$ cat config.mk
export PLATFORM = sky130hd
export DESIGN_NAME = dm_uart_tx
export DESIGN_NICKNAME = d
export VERILOG_FILES = /design/src/rtl/dm_uart_tx.sv
export SDC_FILE = /design/constraint.sdc
export NUM_CORES = 1
export LEC_CHECK = 0
export CAP_MARGIN = 25
export CORE_AREA = 3 3 97 108
export CTS_CLUSTER_SIZE = 20
export DETAILED_ROUTE_END_ITERATION = 7
export DIE_AREA = 0 0 100 111
export PLACE_DENSITY = 0.89
export SYNTH_ARGS = -nofsm -noshare
export SYNTH_HDL_FRONTEND = slang
export SYNTH_SLANG_ARGS = --single-unit
$ cat constraint.sdc
create_clock -name clk -period 3.8 [get_ports clk]
set_input_delay 0.57 -clock clk [delete_from_list [all_inputs] [get_ports clk]]
set_output_delay 0.57 -clock clk [all_outputs]
set_load 0.05 [all_outputs]
$ cat src/rtl/dm_uart_tx.sv
// Memory-mapped 8N1 UART transmitter on the CPU data bus.
// Stores to TXDATA fill a small FIFO; a serializer FSM drains it onto o_tx.
// Loads are combinational so a single-cycle core sees STATUS/CTRL at once.
module dm_uart_tx #(
  parameter int                XLEN         = 32,
  parameter logic [XLEN-1:0]   BASE_ADDR    = XLEN'(32'h1000_0000),
  parameter int                CLKS_PER_BIT = 16,
  parameter int                FIFO_DEPTH   = 8
) (
  input  logic            clk,
  input  logic            rstn,
  input  logic [XLEN-1:0] i_dm_addr,
  input  logic            i_dm_wvalid,
  input  logic [XLEN-1:0] i_dm_wdata,
  output logic [XLEN-1:0] o_dm_rdata,
  output logic            o_hit,
  output logic            o_tx,
  output logic            o_irq
);

  localparam int AW = $clog2(FIFO_DEPTH);
  localparam int CW = AW + 1;
  localparam int BW = $clog2(CLKS_PER_BIT);

  localparam logic [BW-1:0] BIT_LAST = BW'(CLKS_PER_BIT - 1);
  localparam logic [CW-1:0] DEPTH    = CW'(FIFO_DEPTH);

  localparam logic [1:0] OFF_TXDATA = 2'd0;
  localparam logic [1:0] OFF_STATUS = 2'd1;
  localparam logic [1:0] OFF_CTRL   = 2'd2;

  localparam logic [1:0] ST_IDLE  = 2'd0;
  localparam logic [1:0] ST_START = 2'd1;
  localparam logic [1:0] ST_DATA  = 2'd2;
  localparam logic [1:0] ST_STOP  = 2'd3;

  // Bus decode
  logic [1:0] offset;
  logic       wr_en;
  logic       push_req;
  logic       push_ok;
  logic       pop;

  assign o_hit    = (i_dm_addr[XLEN-1:4] == BASE_ADDR[XLEN-1:4]);
  assign offset   = i_dm_addr[3:2];
  assign wr_en    = o_hit & i_dm_wvalid;
  assign push_req = wr_en & (offset == OFF_TXDATA);

  // Byte-lane and sub-word address bits carry no meaning for this block.
  logic unused_bits;
  assign unused_bits = ^{i_dm_addr[1:0], i_dm_wdata[XLEN-1:8]};

  // FIFO state
  logic [7:0]    mem [FIFO_DEPTH];
  logic [AW-1:0] wr_ptr_q, rd_ptr_q;
  logic [CW-1:0] count_q;
  logic          full, empty;

  assign full  = (count_q == DEPTH);
  assign empty = (count_q == '0);
  // A full FIFO can still take a byte when the serializer frees a slot
  // on the same edge; the write lands in the slot being vacated.
  assign push_ok = push_req & (~full | pop);

  // FIFO pointers and occupancy
  // NOTE: sequential state uses non-blocking assignments so every flop
  // samples pre-edge values regardless of block evaluation order.
  always_ff @(posedge clk or negedge rstn) begin
    if (!rstn) begin
      wr_ptr_q <= '0;
      rd_ptr_q <= '0;
      count_q  <= '0;
    end else begin
      if (push_ok) wr_ptr_q <= wr_ptr_q + 1'b1;
      if (pop)     rd_ptr_q <= rd_ptr_q + 1'b1;
      case ({push_ok, pop})
        2'b10:   count_q <= count_q + 1'b1;
        2'b01:   count_q <= count_q - 1'b1;
        default: count_q <= count_q;
      endcase
    end
  end

  // FIFO storage
  // NOTE: the data array has no reset; occupancy is tracked by the reset
  // pointers/count, so stale entries are never observed.
  always_ff @(posedge clk) begin
    if (push_ok) mem[wr_ptr_q] <= i_dm_wdata[7:0];
  end

  // Control and sticky overflow registers
  logic tx_en_q, irq_en_q, overflow_q;

  always_ff @(posedge clk or negedge rstn) begin
    if (!rstn) begin
      tx_en_q    <= 1'b0;
      irq_en_q   <= 1'b0;
      overflow_q <= 1'b0;
    end else begin
      if (wr_en && offset == OFF_CTRL) begin
        tx_en_q  <= i_dm_wdata[0];
        irq_en_q <= i_dm_wdata[1];
      end
      if (push_req && full && !pop) begin
        overflow_q <= 1'b1;
      end else if (wr_en && offset == OFF_STATUS && i_dm_wdata[3]) begin
        overflow_q <= 1'b0;
      end
    end
  end

  // Serializer state
  logic [1:0]    state_q, state_d;
  logic [BW-1:0] bit_cnt_q, bit_cnt_d;
  logic [2:0]    bit_idx_q, bit_idx_d;
  logic [7:0]    shift_q, shift_d;
  logic          tx_q, tx_d;
  logic          busy;
  logic          can_pop;

  assign busy    = (state_q != ST_IDLE);
  assign can_pop = tx_en_q & ~empty;

  // Serializer next-state: frame sequencing, bit timing and FIFO pop
  // NOTE: every combinational output gets a default first so no path
  // leaves a signal unassigned and infers a latch.
  always_comb begin
    state_d   = state_q;
    bit_cnt_d = bit_cnt_q;
    bit_idx_d = bit_idx_q;
    shift_d   = shift_q;
    pop       = 1'b0;
    case (state_q)
      ST_IDLE: begin
        if (can_pop) begin
          pop       = 1'b1;
          shift_d   = mem[rd_ptr_q];
          bit_cnt_d = '0;
          state_d   = ST_START;
        end
      end
      ST_START: begin
        if (bit_cnt_q == BIT_LAST) begin
          bit_cnt_d = '0;
          bit_idx_d = '0;
          state_d   = ST_DATA;
        end else begin
          bit_cnt_d = bit_cnt_q + 1'b1;
        end
      end
      ST_DATA: begin
        if (bit_cnt_q == BIT_LAST) begin
          bit_cnt_d = '0;
          shift_d   = {1'b0, shift_q[7:1]};
          if (bit_idx_q == 3'd7) state_d = ST_STOP;
          else                   bit_idx_d = bit_idx_q + 3'd1;
        end else begin
          bit_cnt_d = bit_cnt_q + 1'b1;
        end
      end
      default: begin // ST_STOP
        if (bit_cnt_q == BIT_LAST) begin
          bit_cnt_d = '0;
          if (can_pop) begin
            // Chain straight into the next frame with no idle gap.
            pop     = 1'b1;
            shift_d = mem[rd_ptr_q];
            state_d = ST_START;
          end else begin
            state_d = ST_IDLE;
          end
        end else begin
          bit_cnt_d = bit_cnt_q + 1'b1;
        end
      end
    endcase
  end

  // Line level follows the state being entered so o_tx stays a clean flop.
  always_comb begin
    tx_d = 1'b1;
    if (state_d == ST_START)     tx_d = 1'b0;
    else if (state_d == ST_DATA) tx_d = shift_d[0];
  end

  // Serializer registers; the line idles high out of reset
  always_ff @(posedge clk or negedge rstn) begin
    if (!rstn) begin
      state_q   <= ST_IDLE;
      bit_cnt_q <= '0;
      bit_idx_q <= '0;
      shift_q   <= '0;
      tx_q      <= 1'b1;
    end else begin
      state_q   <= state_d;
      bit_cnt_q <= bit_cnt_d;
      bit_idx_q <= bit_idx_d;
      shift_q   <= shift_d;
      tx_q      <= tx_d;
    end
  end

  assign o_tx  = tx_q;
  assign o_irq = irq_en_q & empty & ~busy;

  // Load data mux; zero outside the window and for write-only/reserved slots
  always_comb begin
    o_dm_rdata = '0;
    if (o_hit) begin
      case (offset)
        OFF_STATUS: begin
          o_dm_rdata[0]    = full;
          o_dm_rdata[1]    = empty;
          o_dm_rdata[2]    = busy;
          o_dm_rdata[3]    = overflow_q;
          o_dm_rdata[15:8] = 8'(count_q);
        end
        OFF_CTRL: begin
          o_dm_rdata[0] = tx_en_q;
          o_dm_rdata[1] = irq_en_q;
        end
        default: o_dm_rdata = '0;
      endcase
    end
  end

endmodule

==> results.json, run 1 <==
{
  "outcome": "finished, final reports clean",
  "avgViaCountPerCell": 5.89,
  "ctsHtreeMaxLevel": 3,
  "antenna_found_initial": 0,
  "grt_pass1_wl_um": 15000,
  "gp_congestion": 0.817,
  "clock-sinks": 95,
  "die_area_mm2": 0.0111,
  "peakVddDrop_mv": 0.277,
  "drv_cap": 0,
  "holdWs_ns": 0.519,
  "ys_types": 59,
  "async_flop_share_pct": 32.6,
  "area_growth_pct": 15.2,
  "clk_path_buf_depth": 2,
  "p_leak_nw": 2.09,
  "seq_area_mm2": 0.00270,
  "required_ns": 3.23,
  "num_vias": 2969,
  "startpoint": "i_dm_addr[19]",
  "r2r_start": "state_q[0]$_DFF_PN0_",
  "worst_pin_slew_ns": 0.989,
  "slew_violations": 0,
  "drt_wl_total_um": 9230,
  "multiInputGateArea_mm2": 0.00176,
  "nNetsFinal": 460,
  "ys_seq_area_share_pct": 57.7,
  "cts_tree": "yes",
  "slew_headroom_pct": 34.1,
  "antenna_left": 0,
  "finalCritPeriodShare_pct": 96.3,
  "fin_skew_ns": 0.0121,
  "core.rowCount": 37,
  "ff2ff_path_depth": 10,
  "diodes": 0,
  "initial_core_util_pct": 49.8,
  "port_buffers": 51,
  "avgSynthCellArea_um2": 14.4,
  "drt-initial-drc-count": 225,
  "path_clk_slew_ns": 0.10,
  "endpoint_kind": "output pin",
  "setup_viol": 0,
  "hold_depth": 1,
  "synth_edf_count": 64,
  "yosysWarnings": 0,
  "grt_usage_pct": 17.1,
  "critPathMaxFanout": 6,
  "cts_setup_buffers": 0,
  "synth_area_mm2": 0.00468,
  "cts_buffers": 9,
  "clk_latency_ns": 0.36,
  "fp.dieH_um": 111,
  "fin_crit_ns": 3.66,
  "max_freq_mhz": 273,
  "p_per_area_mw_per_mm2": 344,
  "ys_seq_elements": 95,
  "die_w_um": 100,
  "crit_arrival_ns": 3.09,
  "tns_ns": 0,
  "first_pass_iters": 7,
  "crit_type": "primary input to output pin",
  "cts_resized": 0,
  "final_core_util_pct": 57.4,
  "drive_above_1_share_pct": 16.0,
  "hold_class": "flip-flop to flip-flop",
  "rsz0062_at_grt": "no",
  "fill_cells": 708,
  "synth_cells": 325,
  "gr-total-overflow": 0,
  "wl_per_cell_um": 18.3,
  "hold_start": "shift_q[6]$_DFFE_PN0P_",
  "grt_pass1_vias": 2969,
  "drc": 0,
  "io_pins": 102,
  "hold_buffers": 0,
  "grt_max_degree": 32,
  "cts_root_buffer": "clkbuf_8",
  "dp_hpwl_um": 6500,
  "worst_setup_path_start_kind": "primary input",
  "synth_ff_type": "edfxtp_1",
  "hold_violations": 0,
  "core_mm2": 0.00940
}
[flip-flops by register name, indices dropped and copies added (netlist names), 2 cells and up]
register / flops
count_q: 4
wr_ptr_q: 3
shift_q: 8
state_q: 2
mem: 64
bit_cnt_q: 4
bit_idx_q: 3
rd_ptr_q: 3
[cells in the mapped netlist, types with 2 or more instances]
cell | count | area, um2
nor2_1 | 9 | 33.8
a221o_1 | 7 | 70.1
and4_1 | 2 | 17.5
or2_2 | 3 | 18.8
and3_1 | 16 | 100
a211oi_1 | 2 | 15.0
nor4_1 | 13 | 81.3
nor3_1 | 4 | 20.0
buf_2 | 6 | 30.0
a22oi_1 | 2 | 15.0
mux4_1 | 11 | 289
nand2_1 | 15 | 56.3
mux2_2 | 11 | 124
nand4_1 | 3 | 18.8
buf_4 | 25 | 188
inv_1 | 4 | 15.0
xnor2_1 | 4 | 35.0
buf_6 | 3 | 33.8
edfxtp_1 | 64 | 1920
nor4b_1 | 5 | 43.8
and2_1 | 2 | 12.5
o31ai_1 | 2 | 15.0
dfrtp_1 | 30 | 751
mux4_2 | 5 | 113
nand2b_1 | 2 | 12.5
o21ai_0 | 10 | 50.1
xor2_1 | 7 | 61.3
nand3_1 | 11 | 55.1
ha_1 | 11 | 138
a21oi_1 | 4 | 20.0
clkbuf_1 | 4 | 15.0
[final timing paths]
| check | endpoint | slack (ns) |
|---|---|---|
| max in group asynchronous | o_tx$_DFF_PN1_ | 2.84 |
| worst max register to register | count_q[2]$_DFFE_PN0P_ | 0.76 |
| min in group asynchronous | count_q[0]$_DFFE_PN0P_ | 0.61 |
| worst min register to register | shift_q[6]$_DFFE_PN0P_ | 0.52 |
| worst max-delay path | o_dm_rdata[2] | 0.14 |
| worst min-delay path | shift_q[6]$_DFFE_PN0P_ | 0.52 |
[cell type report]
class / instances / share of cell area [%]
clock buffers: 9 / 2.30
flip-flops and latches: 95 / 50.1
well taps: 117 / 2.72
clock inverters: 7 / 1.18
repair buffers: 63 / 10.8
multi-input cells: 208 / 32.6
inverters: 5 / 0.348
[power breakdown]
part / switching [mW] / leakage, nW / internal [mW]
logic: 0.0786 / 0.988 / 0.0401
registers: 0.00000000443 / 1.00 / 1.10
clock network: 0.378 / 0.0972 / 0.254
total: 0.457 / 2.09 / 1.40
[cells in the final DEF (no fill, tap or decap), types with 4 or more instances in the layout]
| cell | n |
|---|---|
| nor3_1 | 4 |
| buf_4 | 19 |
| o21ai_0 | 10 |
| clkdlybuf4s50_1 | 44 |
| clkbuf_8 | 9 |
| inv_1 | 4 |
| xor2_1 | 7 |
| nor4_1 | 13 |
| a221o_1 | 7 |
| nand3_1 | 11 |
| xnor2_1 | 4 |
| nor4b_1 | 5 |
| nand2_1 | 15 |
| dfrtp_1 | 30 |
| nor2_1 | 9 |
| ha_1 | 11 |
| a21oi_1 | 4 |
| mux4_1 | 11 |
| conb_1 | 24 |
| edfxtp_1 | 64 |
| mux2_2 | 11 |
| and3_1 | 16 |
| mux4_2 | 5 |
[critical path, stage by stage]
cell             delay (ns)
clkdlybuf4s50_1        0.40
nor4_1                 0.51
nand3_1                0.36
nor4_1                 0.38
clkdlybuf4s50_1        0.87
[per-stage QoR]
step	power, mW	instance area (um2)	setup slack [ns]	std cells
detailed placement	1.25	5200	0.230	488
floorplan	1.20	4760	0.522	348
global route	1.91	5390	0.156	504
finish	1.86	5390	0.141	504
global placement	1.24	5200	0.431	488
CTS	1.86	5390	0.217	504
[routing by layer]
layer / routed length (um) / global-route usage (%) / vias to the layer above / part of all wire, %
li1: - / - / 1344 / -
met1: 3670 / 21.4 / 1488 / 40
met2: 4860 / 29.6 / 115 / 53
met3: 492 / 3.46 / 22 / 5.3
met4: 208 / 5.30 / 0 / 2.3
met5: 0 / 0 / - / 0
[cells by family after synthesis]
kind of cell | synth area share, %
flops | 57.7
mux | 12.0
simple gates | 11.7
buf+inv | 6.61
compound gates | 6.90
fa+ha+maj | 2.94
xor+xnor | 2.06
other cells | 0.0802
Note: power is estimated with default switching activity, not from simulation.
==> run 2, diff against run 1 <==
Settings changed: CORE_AREA 3 3 97 108 to 3 3 96 107, DIE_AREA 0 0 100 111 to 0 0 99 110, PLACE_DENSITY 0.89 to 0.91.
==> results.json, run 2 (same netlist as run 1, synthesis figures left out) <==
{
  "worst_pin_slew_ns": 0.962,
  "grt_usage_pct": 17.2,
  "rsz0062_at_grt": "no",
  "cts_root_buffer": "clkbuf_8",
  "hold_class": "flip-flop to flip-flop",
  "cts_tree": "yes",
  "clk_path_buf_depth": 2,
  "avgViaCountPerCell": 5.81,
  "drt-initial-drc-count": 143,
  "drt_wl_total_um": 8950,
  "r2r_start": "count_q[1]$_DFFE_PN0P_",
  "num_vias": 2924,
  "holdWs_ns": 0.514,
  "reg_top3": "mem x64, shift_q x8",
  "fin_skew_ns": 0.0131,
  "clk_latency_ns": 0.36,
  "crit_arrival_ns": 2.95,
  "grt_max_degree": 32,
  "hold_violations": 0,
  "crit_type": "primary input to output pin",
  "nNetsFinal": 459,
  "final_cell_mix": "edfxtp_1 (64), clkdlybuf4s50_1 (44), dfrtp_1 (30)",
  "final_core_util_pct": 57.9,
  "max_freq_mhz": 284,
  "io_pins": 102,
  "slew_headroom_pct": 35.2,
  "cts_resized": 0,
  "wl_per_cell_um": 17.8,
  "peakVddDrop_mv": 0.214,
  "reg2reg_slack_ns": 0.64,
  "drive_above_1_share_pct": 16.1,
  "fp.dieH_um": 110,
  "drc": 0,
  "setup_viol": 0,
  "first_pass_iters": 4,
  "port_buffers": 51,
  "regMostFlops": "mem",
  "drv_cap": 0,
  "hold_buffers": 0,
  "slowest_stage": "clkdlybuf4s50_1",
  "ff2ff_path_depth": 8,
  "hold_path_end": "overflow_q$_DFFE_PN0P_",
  "gp_congestion": 0.812,
  "power_mw": 1.87,
  "fin_crit_ns": 3.52,
  "initial_core_util_pct": 50.3,
  "startpoint": "i_dm_addr[27]",
  "area_growth_pct": 15.2,
  "endpoint_kind": "output pin",
  "antenna_left": 0,
  "max_stage_delay_ns": 0.88,
  "core_mm2": 0.00931,
  "required_ns": 3.23,
  "grt_pass1_wl_um": 14600,
  "worstReg2RegEnd": "count_q[3]$_DFFE_PN0P_",
  "p_per_area_mw_per_mm2": 347,
  "cts_setup_buffers": 0,
  "final_common_cell": "edfxtp_1",
  "critPathMaxFanout": 8,
  "core.rowCount": 37,
  "p_leak_nw": 2.08,
  "die_w_um": 99,
  "final_cells": 503,
  "clock-sinks": 95,
  "hold_start": "overflow_q$_DFFE_PN0P_",
  "finalCritPeriodShare_pct": 92.7,
  "worst_setup_path_start_kind": "primary input",
  "cts_buffers": 9,
  "grt_pass1_vias": 2929,
  "antenna_found_initial": 0,
  "crit_path_cell_trace": "clkdlybuf4s50_1 > nor4b_1 > nand3_1 > nor2_1 > clkdlybuf4s50_1",
  "tns_ns": 0,
  "ctsHtreeMaxLevel": 3,
  "largest_register_ffs": 64,
  "cpMostUsedCell": "clkdlybuf4s50_1",
  "path_clk_slew_ns": 0.10,
  "dpl.cell_count": 487,
  "diodes": 0,
  "slew_violations": 0,
  "dp_hpwl_um": 6310,
  "gr-total-overflow": 0,
  "hold_depth": 2,
  "die_area_mm2": 0.0109,
  "outcome": "finished, final reports clean"
}
## run 2: cell types whose count changed in the layout (fill, tap and decap cells not counted)
cell	delta
inv_8	+1
clkinv_1	-1
buf_4	-1
clkinvlp_4	+2
clkinv_4	-2
## run 2: worst max-delay path: cells and delay by family
kind | cells | cell delay, ns
buffers and inverters | 2 | 1.29
and+or+nand+nor | 3 | 1.09
## run 2: area by class of cell
class	instances	area [um2]
clock buffer	9	124
clock inverter	7	68.8
fill	695	3920
inverter	5	18.8
multi-input combinational	208	1760
sequential	95	2700
tap	117	146
timing repair buffer	62	576
## run 2: worst max path at each step
stage	slack, ns	endpoint	cells past startpoint
CTS	0.32	o_hit	5
global route	0.12	o_hit	5
floorplan	0.52	o_dm_rdata[2]	3
global placement	0.42	o_hit	5
detailed placement	0.32	o_hit	5
finish	0.28	o_hit	5
## run 2: power breakdown
| part | internal [mW] | total, mW | switching, mW |
|---|---|---|---|
| clock network | 0.258 | 0.649 | 0.391 |
| registers | 1.10 | 1.10 | 0.00000000454 |
| logic | 0.0400 | 0.117 | 0.0774 |
## run 2: stage by stage
stage,area (um2),worst slack (ns)
final,5390,0.279
after global routing,5390,0.121
after CTS,5390,0.316
after detailed placement,5190,0.317
after global placement,5190,0.418
after floorplan,4760,0.522
## run 2: layer usage
metal | track usage, % | share of wire (%)
met1 | 20.4 | 38
met2 | 31.8 | 55
met3 | 2.45 | 4.7
met4 | 6.54 | 1.9
met5 | 0 | 0
==> run 3, diff against run 2 <==
Settings changed: CORE_AREA 3 3 96 107 to 3 3 72 142, DIE_AREA 0 0 99 110 to 0 0 75 145, RECOVER_POWER set to 25.
==> results.json, run 3 (same netlist as run 1, synthesis figures left out) <==
{
  "outcome": "finished with violations",
  "violations": "max-capacitance violations, max-slew violations",
  "hold_violations": 0,
  "tns_ns": 0,
  "finalCritPeriodShare_pct": 82.2,
  "hold_depth": 2,
  "critPathMaxFanout": 8,
  "drt-initial-drc-count": 163,
  "slew_violations": 32,
  "path_clk_slew_ns": 0.07,
  "diodes": 0,
  "power.share.switching_pct": 23.0,
  "drc": 0,
  "regMostFlops": "mem",
  "ff2ff_path_depth": 8,
  "crit_arrival_ns": 2.55,
  "avgViaCountPerCell": 5.93,
  "drt_wl_total_um": 9090,
  "max_freq_mhz": 320,
  "hold_buffers": 0,
  "antenna_found_initial": 0,
  "clock-sinks": 95,
  "p_per_area_mw_per_mm2": 381,
  "wl_per_cell_um": 18.5,
  "grt_usage_pct": 18.3,
  "die_w_um": 75,
  "initial_core_util_pct": 50.2,
  "area_growth_pct": 16.7,
  "grt_pass1_vias": 3018,
  "port_buffers": 51,
  "drive_above_1_share_pct": 16.3,
  "reg2reg_slack_ns": 0.76,
  "p_comb_share_pct": 5.6,
  "internal-power_mw": 1.60,
  "p_sw_mw": 0.479,
  "clk_path_buf_depth": 2,
  "fp.dieH_um": 145,
  "antenna_left": 0,
  "fin_skew_ns": 0.00846,
  "r2r_start": "count_q[1]$_DFFE_PN0P_",
  "p_leak_nw": 2.13,
  "clk_latency_ns": 0.35,
  "rsz0062_at_grt": "no",
  "final_cell_mix": "edfxtp_1 (64), clkdlybuf4s50_1 (38), dfrtp_1 (30)",
  "setup_viol": 0,
  "num_vias": 2907,
  "gr-total-overflow": 0,
  "cts_setup_buffers": 0,
  "nNetsFinal": 459,
  "fin_area_mm2": 0.00546,
  "crit_type": "primary input to output pin",
  "cts_root_buffer": "clkbuf_16",
  "first_pass_iters": 4,
  "hold_path_end": "overflow_q$_DFFE_PN0P_",
  "largest_register_ffs": 64,
  "gp_congestion": 0.806,
  "grt_pass1_wl_um": 14800,
  "die_area_mm2": 0.0109,
  "slew_headroom_pct": -11.9,
  "post_dp_cell_area_mm2": 0.00517,
  "peakVddDrop_mv": 0.472,
  "cts_buffers": 9,
  "hold_class": "flip-flop to flip-flop",
  "final_common_cell": "edfxtp_1",
  "cts_resized": 0,
  "worstReg2RegEnd": "count_q[3]$_DFFE_PN0P_",
  "core_mm2": 0.00932,
  "drv_cap": 1,
  "io_pins": 102,
  "dp_hpwl_um": 6560,
  "worst_pin_slew_ns": 1.68,
  "pwr-share-seq_pct": 53.1,
  "reg_top3": "mem x64, shift_q x8",
  "fin_crit_ns": 3.12,
  "core.rowCount": 50,
  "worst_setup_path_start_kind": "primary input",
  "ctsHtreeMaxLevel": 3,
  "power_frac_clock_pct": 41.3,
  "hold_start": "overflow_q$_DFFE_PN0P_",
  "endpoint_kind": "output pin",
  "grt_max_degree": 32,
  "required_ns": 3.23,
  "cts_tree": "yes"
}
==> run 3: per-layer routing <==
metal	global-route usage (%)	vias to the layer above	share of wire, %
li1	-	1343	-
met1	19.8	1473	35
met2	32.1	70	58
met3	4.09	21	3.1
met4	8.82	0	3.2
met5	0	-	0
==> run 3: area by class of cell <==
type | instances | area, um2
clock inverter | 7 | 62.6
inverter | 5 | 18.8
clock buffer | 9 | 225
multi-input combinational | 208 | 1760
timing repair buffer | 62 | 567
tap | 104 | 130
sequential | 95 | 2700
fill | 689 | 3860
==> run 3: per-stage QoR <==
stage	hold slack (ns)	instances	setup WS [ns]	power, mW	util, %
final	0.515	490	0.676	2.08	58.6
after global routing	0.521	490	0.408	2.16	58.6
after CTS	0.515	490	0.686	2.10	58.6
after detailed placement	0.498	474	0.480	1.24	55.5
after global placement	0.490	474	0.570	1.24	55.5
after floorplan	0.274	348	0.522	1.20	-
==> run 3: worst max-delay path, stage by stage <==
cell and delay [ns]:
clkdlybuf4s50_1 0.42, nor4_1 0.38, nand4_1 0.33, nor2_1 0.41, and3_1 0.24, buf_4 0.20
==> run 3: power groups by stage <==
stage	clock, mW	combinational (mW)	sequential [mW]
after floorplan	0	0.0770	1.13
after global placement	0	0.115	1.13
after detailed placement	0	0.117	1.13
after CTS	0.881	0.118	1.11
after global routing	0.935	0.124	1.10
final	0.859	0.116	1.11
==> run 3: worst max path at each step <==
stage / to / start / slack [ns] / depth (start not counted)
after floorplan: o_dm_rdata[2] / i_dm_addr[14] / 0.52 / 3
after global placement: count_q[2]$_DFFE_PN0P_ / i_dm_addr[27] / 0.57 / 12
after detailed placement: count_q[2]$_DFFE_PN0P_ / i_dm_addr[9] / 0.48 / 12
after CTS: o_dm_rdata[1] / i_dm_addr[9] / 0.69 / 6
after global routing: o_dm_rdata[1] / i_dm_addr[14] / 0.41 / 6
final: o_dm_rdata[1] / i_dm_addr[9] / 0.68 / 6
